--- config.mk ---
export PLATFORM = sky130hd
export DESIGN_NAME = faccel_bus_master_flat
export DESIGN_NICKNAME = d
export VERILOG_FILES = /design/src/rtl/faccel_bus_master_pkg.sv /design/src/rtl/faccel_bus_master_if.sv /design/src/rtl/faccel_bus_master_poll_timer.sv /design/src/rtl/faccel_bus_master.sv /design/src/flat_wrapper.sv
export SDC_FILE = /design/constraint.sdc
export NUM_CORES = 1
export LEC_CHECK = 0
export CAP_MARGIN = 10
export CORE_MARGIN = 2
export CORE_UTILIZATION = 38
export DETAILED_ROUTE_END_ITERATION = 16
export HOLD_SLACK_MARGIN = 0.08
export PLACE_DENSITY = 0.8
export SYNTH_ARGS = -nofsm -noshare
export SYNTH_HDL_FRONTEND = slang
export SYNTH_SLANG_ARGS = --single-unit
--- constraint.sdc ---
create_clock -name clk -period 2.3 [get_ports clk]
set_input_delay 0.23 -clock clk [delete_from_list [all_inputs] [get_ports clk]]
set_output_delay 0.23 -clock clk [all_outputs]
set_load 0.005 [all_outputs]
--- src/rtl/faccel_bus_master_pkg.sv ---
// Shared types and constants for the factorial-accelerator bus master.
// Register map offsets and status bit positions match the accelerator's register file.
package faccel_bus_master_pkg;

  typedef enum logic [2:0] {
    IDLE,
    WR_N,
    WR_GO,
    POLL,
    RD_RES,
    DONE
  } state_t;

  localparam logic [3:0] OFF_N    = 4'h0;
  localparam logic [3:0] OFF_GO   = 4'h4;
  localparam logic [3:0] OFF_STAT = 4'h8;
  localparam logic [3:0] OFF_RES  = 4'hC;

  localparam int STAT_DONE = 0;
  localparam int STAT_ERR  = 1;

  localparam logic [31:0] TIMEOUT_RESULT = 32'hFFFF_FFFF;

  function automatic logic [31:0] reg_addr(input logic [31:0] base, input logic [3:0] off);
    return base + {28'd0, off};
  endfunction

endpackage

--- src/rtl/faccel_bus_master_if.sv ---
// Job handshake plus memory-mapped bus between controller, bus master and SoC.
// The master modport is the bus initiator; the slave modport is the harness/SoC side.
interface faccel_bus_master_if;

  logic        start;
  logic [31:0] op_n;
  logic        busy;
  logic        done;
  logic [31:0] result;
  logic        err;

  logic [31:0] addr;
  logic [31:0] write_data;
  logic        WE;
  logic [31:0] rd_data;

  modport master (
    input  start, op_n, rd_data,
    output busy, done, result, err, addr, write_data, WE
  );

  modport slave (
    output start, op_n, rd_data,
    input  busy, done, result, err, addr, write_data, WE
  );

endinterface

--- src/rtl/faccel_bus_master_poll_timer.sv ---
// Saturating poll counter used for the status-poll timeout (FACCEL_TIMEOUT_EN builds).
// hit flags the enabled poll cycle whose increment lands the count on LIMIT.
module faccel_bus_master_poll_timer #(
  parameter int CNT_W = 11,
  parameter int LIMIT = 1024
) (
  input  logic clk,
  input  logic reset,
  input  logic clr,
  input  logic en,
  output logic hit
);

  localparam logic [CNT_W-1:0] LAST = CNT_W'(LIMIT - 1);

  logic [CNT_W-1:0] count;

  // Saturates at all-ones instead of wrapping so a stuck poll never looks fresh.
  always_ff @(posedge clk or posedge reset) begin
    if (reset) begin
      count <= '0;
    end else if (clr) begin
      count <= '0;
    end else if (en && (count != '1)) begin
      count <= count + 1'b1;
    end
  end

  assign hit = en && (count == LAST);

endmodule

--- src/rtl/faccel_bus_master.sv ---
// Bus initiator running one factorial-accelerator job: write n, write go, poll, read result.
// Define FACCEL_TIMEOUT_EN to abort polling after TIMEOUT_CYCLES with an error result.
module faccel_bus_master
  import faccel_bus_master_pkg::*;
#(
  parameter logic [31:0] BASE_ADDR      = 32'h0000_0800,
  parameter int          TIMEOUT_CYCLES = 1024,
  parameter int          CNT_W          = 11
) (
  input  logic               clk,
  input  logic               reset,
  faccel_bus_master_if.master bus
);

  if ((2 ** CNT_W) <= TIMEOUT_CYCLES) begin : g_cnt_w_check
    $error("CNT_W is too narrow to reach TIMEOUT_CYCLES");
  end

  state_t      state;
  state_t      next_state;
  logic [31:0] addr_next;
  logic [31:0] wdata_next;
  logic        we_next;
  logic        err_tmp;
  logic        stat_done;
  logic        timeout_hit;

  assign stat_done = bus.rd_data[STAT_DONE];

`ifdef FACCEL_TIMEOUT_EN
  logic poll_clr;
  logic poll_en;

  assign poll_clr = (state == IDLE) && bus.start;
  assign poll_en  = (state == POLL) && !stat_done;

  faccel_bus_master_poll_timer #(
    .CNT_W (CNT_W),
    .LIMIT (TIMEOUT_CYCLES)
  ) u_poll_timer (
    .clk   (clk),
    .reset (reset),
    .clr   (poll_clr),
    .en    (poll_en),
    .hit   (timeout_hit)
  );
`else
  assign timeout_hit = 1'b0;
`endif

  always_ff @(posedge clk or posedge reset) begin
    if (reset) begin
      state <= IDLE;
    end else begin
      state <= next_state;
    end
  end

  // Bus values are decoded from next_state so they are registered alongside the state.
  always_comb begin
    next_state = state;
    addr_next  = '0;
    wdata_next = '0;
    we_next    = 1'b0;

    case (state)
      IDLE:    if (bus.start) next_state = WR_N;
      WR_N:    next_state = WR_GO;
      WR_GO:   next_state = POLL;
      POLL: begin
        if (stat_done) begin
          next_state = RD_RES;
        end else if (timeout_hit) begin
          next_state = DONE;
        end
      end
      RD_RES:  next_state = DONE;
      DONE:    next_state = IDLE;
      default: next_state = IDLE;
    endcase

    case (next_state)
      WR_N: begin
        addr_next  = reg_addr(BASE_ADDR, OFF_N);
        wdata_next = bus.op_n;
        we_next    = 1'b1;
      end
      WR_GO: begin
        addr_next  = reg_addr(BASE_ADDR, OFF_GO);
        wdata_next = 32'd1;
        we_next    = 1'b1;
      end
      POLL:    addr_next = reg_addr(BASE_ADDR, OFF_STAT);
      RD_RES:  addr_next = reg_addr(BASE_ADDR, OFF_RES);
      default: ;
    endcase
  end

  // The status read clears the responder's sticky flag, so the first observed done is final.
  always_ff @(posedge clk or posedge reset) begin
    if (reset) begin
      bus.addr       <= '0;
      bus.write_data <= '0;
      bus.WE         <= 1'b0;
      bus.busy       <= 1'b0;
      bus.done       <= 1'b0;
      bus.result     <= '0;
      bus.err        <= 1'b0;
      err_tmp        <= 1'b0;
    end else begin
      bus.addr       <= addr_next;
      bus.write_data <= wdata_next;
      bus.WE         <= we_next;
      bus.busy       <= (next_state != IDLE);
      bus.done       <= (next_state == DONE);

      if ((state == POLL) && stat_done) begin
        err_tmp <= bus.rd_data[STAT_ERR];
      end

      if (state == RD_RES) begin
        bus.result <= bus.rd_data;
        bus.err    <= err_tmp;
      end else if ((state == POLL) && (next_state == DONE)) begin
        bus.result <= TIMEOUT_RESULT;
        bus.err    <= 1'b1;
      end
    end
  end

endmodule

--- src/flat_wrapper.sv ---
// flat-port wrapper written by rule: the top's interface ports become plain ports
module faccel_bus_master_flat import faccel_bus_master_pkg::*;
#(
  parameter logic [31:0] BASE_ADDR      = 32'h0000_0800,
  parameter int          TIMEOUT_CYCLES = 1024,
  parameter int          CNT_W          = 11
)
  (clk, reset, bus_start, bus_op_n, bus_rd_data, bus_busy, bus_done, bus_result, bus_err, bus_addr, bus_write_data, bus_WE);
  faccel_bus_master_if bus_i ();
  input  logic clk;
  input  logic reset;
  input wire logic [$bits(bus_i.start)-1:0] bus_start;
  input wire logic [$bits(bus_i.op_n)-1:0] bus_op_n;
  input wire logic [$bits(bus_i.rd_data)-1:0] bus_rd_data;
  output wire logic [$bits(bus_i.busy)-1:0] bus_busy;
  output wire logic [$bits(bus_i.done)-1:0] bus_done;
  output wire logic [$bits(bus_i.result)-1:0] bus_result;
  output wire logic [$bits(bus_i.err)-1:0] bus_err;
  output wire logic [$bits(bus_i.addr)-1:0] bus_addr;
  output wire logic [$bits(bus_i.write_data)-1:0] bus_write_data;
  output wire logic [$bits(bus_i.WE)-1:0] bus_WE;
  assign bus_i.start = bus_start;
  assign bus_i.op_n = bus_op_n;
  assign bus_i.rd_data = bus_rd_data;
  assign bus_busy = bus_i.busy;
  assign bus_done = bus_i.done;
  assign bus_result = bus_i.result;
  assign bus_err = bus_i.err;
  assign bus_addr = bus_i.addr;
  assign bus_write_data = bus_i.write_data;
  assign bus_WE = bus_i.WE;
  faccel_bus_master #(.BASE_ADDR(BASE_ADDR), .TIMEOUT_CYCLES(TIMEOUT_CYCLES), .CNT_W(CNT_W)) u_core (.clk(clk), .reset(reset), .bus(bus_i));
endmodule
## Yosys cells after proc, flatten, opt, wreduce, memory -nomap -nowiden

Index checks and enable logic that the tools add are counted.

- Register bits after elaboration: 84
- Bits in latches: 0
- Memory bits (writable): 0
- Memory bits (read-only): 0
- Memories: 0

- $add $sub $neg: 0
- Multipliers: 0
- Div/mod/pow operators: 0
- Order comparisons: 0
- Equal/unequal tests: 9
- Shift operators: 0
- Multiplexer cells: 10
- Bitwise operators: 0
- Reduce and logical (&&, ||, !) cells: 6

Operators with widths:

| operator | number |
|---|---|
| $mux W32 | 2 |
| $pmux W32 S2 | 1 |
| $pmux W12 S4 | 1 |
| $pmux W3 S5 | 1 |
| $eq A3 B2 Y1 const B | 4 |
| $eq A3 B3 Y1 const B | 3 |
| $eq A3 B1 Y1 const B | 2 |
| $mux W3 | 2 |
| $logic_not A3 Y1 | 1 |
| $mux W1 | 3 |
| $reduce_bool A3 Y1 | 1 |
| $logic_and A1 B1 Y1 | 2 |
| $reduce_bool A2 Y1 | 1 |
| $reduce_or A2 Y1 | 1 |

## Longest topological paths before layout

- Word-level depth: 6
- Depth in mapped cells: 4
- Depth with buffers taken out: 2

## Least setup slack after synthesis

No wires, ideal clock.

- Kind: flip-flop to flip-flop
- From: reg u_core.state[0]
- To: reg u_core.bus.result[11]
- Data arrival time: 1.373 ns
- Data required time: 2.175 ns
- Setup slack: 0.802 ns
- Cell stages (with the launch flop): 5
- Path through: dfrtp_1 > buf_6 > nor3b_4 > buf_6 > mux2_2

- Word-level cells in the longest chain between the ends: 5
- Elaborated cells between the ends (all ways): 12

RTL lines:

| item | line | source |
|---|---|---|
| from (decl) | faccel_bus_master.sv:19 | `state_t state;` |
| from (signal assigned) | faccel_bus_master.sv:55 | `state <= next_state;` |
| $eq A3 B3 Y1, or another cell as far along | faccel_bus_master.sv:66, faccel_bus_master.sv:121 |  |
| $pmux W3 S5 | faccel_bus_master.sv:66 | `case (state)` |
| $eq A3 B3 Y1 | faccel_bus_master.sv:124 | `end else if ((state == POLL) && (next_state == DONE)) begin` |
| $logic_and A1 B1 Y1 | faccel_bus_master.sv:124 |  |
| $reduce_bool A2 Y1 (no line) | -- |  |
| to (signal assigned) | faccel_bus_master.sv:122 | `bus.result <= bus.rd_data;` |
| to (decl) | faccel_bus_master_if.sv:19 | `output busy, done, result, err, addr, write_data, WE` |

Parallel ways exist; a longest one is shown, timed or not.
A chain may end at the register's enable or synchronous reset.

## Worst setup path after layout

- From: reg u_core.state[2]
- To: reg u_core.bus.result[5]

The elaborated chain is that of the path after synthesis.

==> results by group <==
STA
  • Final worst-path cycle share: 0.824
  • Final setup vio count: 0
  • Period minus WS final: 1.89 ns
  • Clk_skew: 0.00689 ns
  • Final hold vios: 0
  • Achievable Freq: 0.528 GHz
  • Tightest Pin Transition: 0.510 ns
  • Total negative setup slack: 0 ns
  • Worst slew margin: 0.659
  • Fin. max-slew vios: 0
  • RSZ-0062 raised after global routing: false

Route
  • Drt pass-1 iters: 4
  • Initial drt markers: 57
  • # DRC: 0
  • Final Routed Wirelength: 6000 um
  • Total vias in the final route: 1,926
  • Final ANT Viol Nets: 0
  • Drt via density: 4.32
  • WL/cell: 13.5 um

CTS
  • CTS tree: yes
  • H-tree depth: 3
  • Clock root buffer: clkbuf_8
  • Clock Sinks: 75
  • Setup bufs post-CTS: 0
  • Longest Clk Path Bufs: 2
  • Clock-pin slew on the worst setup and hold paths: 0.07 ns
  • Post-CTS Hold Buffers: 0
  • Post-cts sizing count: 0
  • CTS buffer count: 9
  • Worst-skew pair later-pin latency: 0.34 ns

Yosys
  • Seq/Total Area, Yosys: 0.651
  • Area leader, netlist: dfrtp_1
  • YS warnings: 0
  • Mapped Area: 0.00288 mm^2
  • Synth Register Bits: 75
  • Yosys top cell area share: 0.651
  • Yosys cell types: 22
  • Post-Syn Area per Cell: 14.4 um^2
  • Synth area leaders: dfrtp_1, mux2_2, buf_4
  • Post-synthesis cell count: 200

Place
  • DP HPWL: 4370 um
  • GP Congestion: 0.798
  • Count of input and output buffers: 137

Global routing
  • Vias in the first global route: 1,944
  • First-pass GRT wire length: 9550 um
  • Initial antenna violation count: 0
  • Total track usage: 0.150
  • Total congestion overflow: 0
  • Largest net degree at the start of global routing: 76

Floorplan
  • Starting Density: 0.396
  • CORE AREA: 0.00729 mm^2
  • Die Wd: 91.1 um
  • IO Pins: 167
  • Die ar.: 0.00830 mm^2
  • # rows: 31
  • Die Ht: 91.1 um

Power
  • Pwr dens: 1090 mW/mm^2
  • LEAKAGE: 0.00202 uW
  • Worst VDD drop: 0.485 mV
  • Pwr Total: 4950 uW

Status
  • Status: complete, no violations

Finish
  • FF+latch area: 0.00188 mm^2
  • Area of the multi-input gates: 835 um^2
  • Util after Layout: 0.621
  • Fin nets: 409
  • Fillers: 616
  • Most common cell after layout, fill and taps aside: clkdlybuf4s50_1
  • Ant diodes: 0
  • Layout cells sized above 1: 0.156
  • Most frequent cells in the layout: clkdlybuf4s50_1, dfrtp_1, mux2_2
  • Synthesis-to-finish area growth: 57.0%

Critical path
  • Worst Path Max Fanout: 13
  • Critical Path AT: 2.11 ns
  • CP Capture Type: flip-flop
  • Slowest stage delay, CP: 0.59 ns
  • Critical path type: reg -> reg
  • Reg2Reg Depth: 3
  • Critical Path RT: 2.52 ns
  • CP Cell Sequence: nor3b_4 > buf_4 > mux2_2
  • Worst path slowest cell: dfrtp_1
  • Startpoint Class: flip-flop

Flow run
  • MaxCap Viol Count: 0

Hold path
  • Hold Crit Class: in -> async
## through the flow
stage	hold WS, ns	cells	area (um^2)	setup WS [ns]
detailed placement	0.475	430	4270	0.432
CTS	0.327	446	4530	0.388
global placement	0.472	430	4270	0.463
finish	0.323	446	4530	0.406
floorplan	0.359	228	2990	0.160
global route	0.349	446	4530	0.302
## area by class of cell
cell class	count	area share
clock buffer	10	0.0282
multi-input combinational	114	0.184
inverter	1	0.000829
clock inverter	6	0.0301
sequential	75	0.414
tap	99	0.0273
timing repair buffer	141	0.315
## worst max-delay path, delay by kind of cell, from the launching register on
| family | cells | cell delay [ns] |
|---|---|---|
| DFF | 1 | 0.59 |
| buffers and inverters | 1 | 0.29 |
| muxes | 1 | 0.35 |
| and+or+nand+nor | 1 | 0.54 |
## where the power goes
| group | internal, uW | switching (uW) |
|---|---|---|
| logic | 1140 | 475 |
| clock network | 835 | 484 |
| registers | 1750 | 263 |
## worst paths after layout
path / from / end / slack, ns
worst max-delay path: u_core.state[2]$_DFF_PP0_ / u_core.bus.result[5]$_DFFE_PP0P_ / 0.41
worst min-delay path: reset / u_core.bus.result[9]$_DFFE_PP0P_ / 0.32
worst max register to register: u_core.state[2]$_DFF_PP0_ / u_core.bus.result[5]$_DFFE_PP0P_ / 0.41
worst min register to register: u_core.bus.result[9]$_DFFE_PP0P_ / u_core.bus.result[9]$_DFFE_PP0P_ / 0.48
max in group asynchronous: reset / u_core.bus.write_data[4]$_DFF_PP0_ / 1.67
min in group clk: bus_op_n[29] / u_core.bus.write_data[29]$_DFF_PP0_ / 0.44
## state kept, by name, summed over array words and instances, names as in the netlist
register and count:
u_core.bus.err 1, u_core.bus.result 32, u_core.bus.busy 1, u_core.state 3, u_core.bus.write_data 32, u_core.bus.done 1
u_core.bus.addr 3, u_core.bus.WE 1, u_core.err_tmp 1
## kinds of logic after synthesis
kind of cell,count (synthesis),share of synthesized area
other,1,0.00130
AO/OA/AOI/OAI,2,0.00477
AND/OR/NAND/NOR,48,0.108
multiplexers,35,0.136
flip-flops,75,0.651
buffers and inverters,39,0.0993
## per-layer routing
metal / GRT usage / vias to the layer above / wire length [um]
li1: - / 882 / -
met1: 0.174 / 920 / 2350
met2: 0.244 / 113 / 2960
met3: 0.0622 / 11 / 598
met4: 0.0682 / 0 / 92
met5: 0 / - / 0
## synth_stat cells
cell,n
nand2b_1,2
buf_6,4
nor2b_1,1
clkbuf_1,4
conb_1,1
dfrtp_1,75
mux2i_1,1
buf_4,29
mux2_1,2
nor3b_4,1
and3_1,1
a21oi_1,1
nand4b_1,1
nor3_1,5
nor2_1,4
buf_2,1
mux2_2,32
nor4b_2,1
and3b_1,1
a221oi_1,1
inv_1,1
and2_1,31
Note: power is estimated with default switching activity, not from simulation.
